## src/rtl/reg_file_bank.sv

```systemverilog
// reg_file_bank: general-purpose register file, one byte-lane-masked write
// port, two combinational read ports, saturating committed-write counter.
// Ports: clk, rst_n (async, active-low), we, wbe, waddr, wdata,
//        raddr_a/rdata_a, raddr_b/rdata_b, wr_count.
// Option: define REGFILE_BYPASS_EN to forward same-cycle writes to reads.
module reg_file_bank #(
  parameter int                 DATA_W   = 32,
  parameter int                 ADDR_W   = 5,
  parameter int                 ZERO_REG = 1,
  parameter logic [DATA_W-1:0]  RST_VAL  = '0
) (
  input  logic                  clk,
  input  logic                  rst_n,
  input  logic                  we,
  input  logic [DATA_W/8-1:0]   wbe,
  input  logic [ADDR_W-1:0]     waddr,
  input  logic [DATA_W-1:0]     wdata,
  input  logic [ADDR_W-1:0]     raddr_a,
  output logic [DATA_W-1:0]     rdata_a,
  input  logic [ADDR_W-1:0]     raddr_b,
  output logic [DATA_W-1:0]     rdata_b,
  output logic [15:0]           wr_count
);

  localparam int NB    = DATA_W / 8;
  localparam int DEPTH = 1 << ADDR_W;

  if ((DATA_W % 8) != 0) begin : g_bad_width
    $error("reg_file_bank: DATA_W must be a multiple of 8");
  end

  logic [DATA_W-1:0] r_mem [DEPTH];
  logic [15:0]       r_wr_count;
  logic              w_r0_sup;
  logic              w_commit;

  // Writes to r0 are dropped entirely when it is hardwired to zero.
  assign w_r0_sup = (ZERO_REG != 0) && (waddr == '0);
  assign w_commit = we && (|wbe) && !w_r0_sup;

  always_ff @(posedge clk or negedge rst_n) begin
    if (!rst_n) begin
      for (int i = 0; i < DEPTH; i++) begin
        r_mem[i] <= RST_VAL;
      end
      r_wr_count <= '0;
    end else if (w_commit) begin
      for (int i = 0; i < NB; i++) begin
        if (wbe[i]) begin
          r_mem[waddr][8*i +: 8] <= wdata[8*i +: 8];
        end
      end
      if (r_wr_count != 16'hFFFF) begin
        r_wr_count <= r_wr_count + 16'd1;
      end
    end
  end

  assign wr_count = r_wr_count;

`ifdef REGFILE_BYPASS_EN
  logic [DATA_W-1:0] w_merged;

  // Value the target register will hold after this edge.
  always_comb begin
    w_merged = r_mem[waddr];
    for (int i = 0; i < NB; i++) begin
      if (wbe[i]) begin
        w_merged[8*i +: 8] = wdata[8*i +: 8];
      end
    end
  end

  always_comb begin
    rdata_a = r_mem[raddr_a];
    if (w_commit && (raddr_a == waddr)) begin
      rdata_a = w_merged;
    end
    if ((ZERO_REG != 0) && (raddr_a == '0)) begin
      rdata_a = '0;
    end
  end

  always_comb begin
    rdata_b = r_mem[raddr_b];
    if (w_commit && (raddr_b == waddr)) begin
      rdata_b = w_merged;
    end
    if ((ZERO_REG != 0) && (raddr_b == '0)) begin
      rdata_b = '0;
    end
  end
`else
  always_comb begin
    rdata_a = r_mem[raddr_a];
    if ((ZERO_REG != 0) && (raddr_a == '0)) begin
      rdata_a = '0;
    end
  end

  always_comb begin
    rdata_b = r_mem[raddr_b];
    if ((ZERO_REG != 0) && (raddr_b == '0)) begin
      rdata_b = '0;
    end
  end
`endif

endmodule

```

## config.mk

```make
export PLATFORM = sky130hd
export DESIGN_NAME = reg_file_bank
export DESIGN_NICKNAME = d
export VERILOG_FILES = /design/src/rtl/reg_file_bank.sv
export SDC_FILE = /design/constraint.sdc
export NUM_CORES = 2
export LEC_CHECK = 0
export ABC_CLOCK_PERIOD_IN_PS = 8400
export CAP_MARGIN = 10
export CORE_MARGIN = 1
export CORE_UTILIZATION = 40
export DETAILED_ROUTE_END_ITERATION = 12
export GPL_TIMING_DRIVEN = 0
export PLACE_DENSITY = 0.64
export SLEW_MARGIN = 20
export SYNTH_ARGS = -nofsm -noshare
export SYNTH_HDL_FRONTEND = slang
export SYNTH_SLANG_ARGS = --single-unit
```

## constraint.sdc

```tcl
create_clock -name clk -period 8.4 [get_ports clk]
set_input_delay 2.52 -clock clk [delete_from_list [all_inputs] [get_ports clk]]
set_output_delay 2.52 -clock clk [all_outputs]
set_load 0.02 [all_outputs]
```

==> metrics.md <==
| Metric | Value |
|---|---|
| Fin nets | `between 3000 and 4000` |
| Via count | `around 38000` |
| R2R setup slack | `roughly 6.6 ns` |
| Placed inst area | `approximately 60000 um^2` |
| Setup Skew | `approximately 0.0049 ns` |
| Max cap viols | `0` |
| Area share of the largest cell type after synthesis | `between 40% and 50%` |
| Distinct cells, synth | `45` |
| Combinational share of power | `roughly 20%` |
| Worst skew pair latency | `about 0.73 ns` |
| Met1 track demand over resource | `a little under 40%` |
| H-tree Lvls | `3` |
| Seq/Total Area, Yosys | `46.37%` |
| CTS Root Cell | `clkbuf_16` |
| Grt total ovfl | `0` |
| Most Used Layer, Global Route | `met2` |
| Layout cells sized above 1 | `a little over half` |
| Met2 Use GR | `44.41%` |
| GRT Util Overall | `between 20% and 30%` |
| Net Sw Power | `between 4 and 5 mW` |
| Ys Warns | `0` |
| Crit path DAT | `between 5 and 6 ns` |
| CTS max path bufs | `3` |
| Post-route ant nets | `0` |
| Vias per Instance | `~6.4` |
| Worst Hold Launch | `r_mem[1016]$_DFFE_PN0P_` |
| Minimum clock period | `8.458 ns` |
| Cts bufs inserted | `about 110` |
| First-pass GRT wire length | `292100 um` |
| Remaining DRCs | `0` |
| WHS Endpoint | `r_mem[1016]$_DFFE_PN0P_` |
| LEAKAGE | `roughly 28 nW` |
| Power, Total | `around 14 mW` |
| Mapped Nets | `roughly 3700` |
| Worst Hold Depth | `1` |
| Fin area | `64520 um^2` |
| Clock-pin slew of the registers on the worst-case setup and hold paths | `0.06 ns` |
| DRT Pass-1 Iters | `6` |
| Pin count of the biggest net entering global routing | `148` |
| PortBufs | `approximately 130` |
| Most frequent cells in the layout | `dfrtp_1 (1040), mux2_2 (1012), mux4_2 (509), clkbuf_1 (166), clkdlybuf4s50_1 (124)` |
| DP HPWL | `roughly 150000 um` |
| WL final | `between 200000 and 250000 um` |
| Vias in the first global route | `37220` |
| Syn_area_per_cell | `15.48 um^2` |
| VDD IR-drop max | `0.1850 mV` |
| Power share of the clock group | `37.5%` |
| Status | `complete, but fails checks` |
| Hold/Removal Path Class | `reg2reg` |
| CP Launch Type | `input port` |
| Sink Count | `between 1000 and 1500` |
| Commonest non-fill, non-tap cell in the layout | `dfrtp_1` |
| Num rows | `137` |
| Met3 Use GR | `under 10%` |
| Fmax | `0.1182 GHz` |
| Cell Area, Synth | `~56000 um^2` |
| Area delta synth->final | `14.97%` |
| Final setup viols | `12` |
| Sequential power share | `43.0%` |
| Leading area contributor after synthesis | `dfrtp_1` |
| Least-Margin Pin Slew | `between 1 and 1.5 ns` |
| CTS tree | `built` |
| Unrepaired setup endpoints after global routing | `false` |
| Placeable Area | `~140000 um^2` |
| P per Cell Area | `221.5 nW/um^2` |
| Slew headroom | `between 15 and 20%` |
| #FFs+latches synth | `around 1000` |
| Initial antenna violation count | `11` |
| Initial Util | `40.27%` |
| RePlAce Congestion | `0.9808` |
| Die Height | `approximately 380 um` |
| DR iter-0 viols | `5187` |
| Failing checks | `setup timing` |
| Crit. End Element | `output port` |
| Tcrit/Tclk final | `100.7%` |
| Reg-to-reg endpoint | `wr_count[4]$_DFFE_PN0P_` |
| Post-Place Worst Slack | `-0.9355 ns` |
| Drt wl/cell | `35.86 um` |
| Top post-synthesis cells by area | `dfrtp_1 (46%), mux4_2 (20%), mux2_2 (20%)` |
| Internal power | `roughly 10 mW` |
| Fin. Hold Viols | `0` |
| Worst r2r path cells | `5` |
| Syn Inst Count | `3625` |
| Sw Ratio | `between 20% and 30%` |
| Critical Path Fanout Max | `10` |
| Die ar. | `about 140000 um^2` |
| # IOs | `between 100 and 150` |
| Setup ws final | `-0.05806 ns` |
| Slew Limit Fails | `0` |
| WP data required | `between 5 and 6 ns` |
| Cts hold-fix bufs | `0` |
| Critical Setup Path Class | `in2out` |
| Worst reg2reg startpoint | `wr_count[4]$_DFFE_PN0P_` |
| Die Wd | `roughly 380 um` |
==> per-stage QoR <==
step / setup TNS, ns / std cells / hold slack (ns) / util, %
after floorplan: 0 / 3625 / 0.4413 / -
after global placement: - / 5627 / 0.4550 / 42.86
after detailed placement: -40.19 / 5639 / 0.4670 / 43.12
after CTS: -0.006554 / 5840 / 0.4810 / 46.15
after global routing: 0 / 5840 / 0.4938 / 46.30
final: -0.2512 / 5841 / 0.4782 / 46.30
==> power groups by stage <==
stage               Combinational, mW  Sequential [mW]  Clock (mW)
floorplan                        1.75             6.07           0
global placement                 2.62             6.21           0
detailed placement               2.68             6.21           0
CTS                              2.72             6.12        5.39
global route                     2.90             6.23        5.59
finish                           2.79             6.15        5.35
==> repair_timing <==
| item | in CTS | in global routing |
|---|---|---|
| resized for setup | 106 | 43 |
| setup buffers | 3 | 0 |
| gates cloned | 0 | 0 |
| setup endpoints to repair | 64 | 38 |
==> layout make-up <==
| type | count | area, um^2 |
|---|---|---|
| fill | 12250 | 74840 |
| multi-input combinational | 2255 | 28930 |
| sequential | 1040 | 26030 |
| clock buffer | 159 | 3252 |
| tap | 1876 | 2347 |
| buffer | 325 | 1705 |
| timing repair buffer | 141 | 1595 |
| clock inverter | 42 | 654.4 |
| antenna | 2 | 5.005 |
| inverter | 1 | 3.754 |
==> critical path, cell delays in order <==
cell	delay [ns]
buf_4	0.19
buf_6	0.30
buf_4	0.38
buf_6	0.35
mux4_2	0.56
a221oi_2	0.60
a21oi_1	0.31
clkdlybuf4s50_1	0.64
==> synthesized netlist by cell type, drive strengths merged <==
cell type	count
nand2	57
a21oi	99
a22oi	14
and3	4
o21ai	41
nor3	3
buf	129
and3b	1
nand4	7
mux4	512
and2	6
mux2	1049
nor4b	1
nand3	4
nor2b	30
or2	1
mux2i	114
a211o	17
ha	1
a221oi	50
clkbuf	200
a211oi	23
nor3b	3
nor4	2
xor2	3
nand2b	2
a31oi	8
nor2	183
xnor2	11
dfrtp	1040
inv	1
a2111oi	7
and4	2
==> cells by family (layout without fill, tap and decap cells) <==
kind of cell	after synthesis	in the layout	synth area share, %
and+or+nand+nor	306	306	4.004
buffers and inverters	330	668	2.745
xor gates and xnor gates	14	14	0.2185
adders and majority gates	1	1	0.02229
muxes	1675	1675	43.65
other	0	2	0
AOI/OAI and AO/OA	259	259	2.988
DFF	1040	1040	46.37
==> sequential cells by signal, summed over array words and instances, names as in the netlist <==
signal / flops
r_mem: 1024
wr_count: 16
==> how the worst max path moves through the flow <==
stage                from                       to  slack [ns]  depth (start not counted)
2_1_floorplan  raddr_a[1]              rdata_a[10]        1.22                          8
3_3_place_gp        rst_n  r_mem[1022]$_DFFE_PN0P_      -43.44                          1
3_5_place_dp   raddr_b[3]              rdata_b[11]       -0.94                          8
4_1_cts        raddr_b[3]              rdata_b[30]      -0.007                          7
5_1_grt        raddr_b[1]              rdata_b[16]       0.003                          9
6_report       raddr_a[1]              rdata_a[12]       -0.06                          8
==> layer usage <==
| metal | vias to the layer above | share of wire [%] | wire length [um] |
|---|---|---|---|
| li1 | 14570 | - | - |
| met1 | 20400 | 40 | 82900 |
| met2 | 2054 | 45 | 94050 |
| met3 | 492 | 10 | 21820 |
| met4 | 8 | 5.1 | 10620 |
| met5 | - | 0.024 | 51 |
Note: power is estimated with default switching activity, not from simulation.
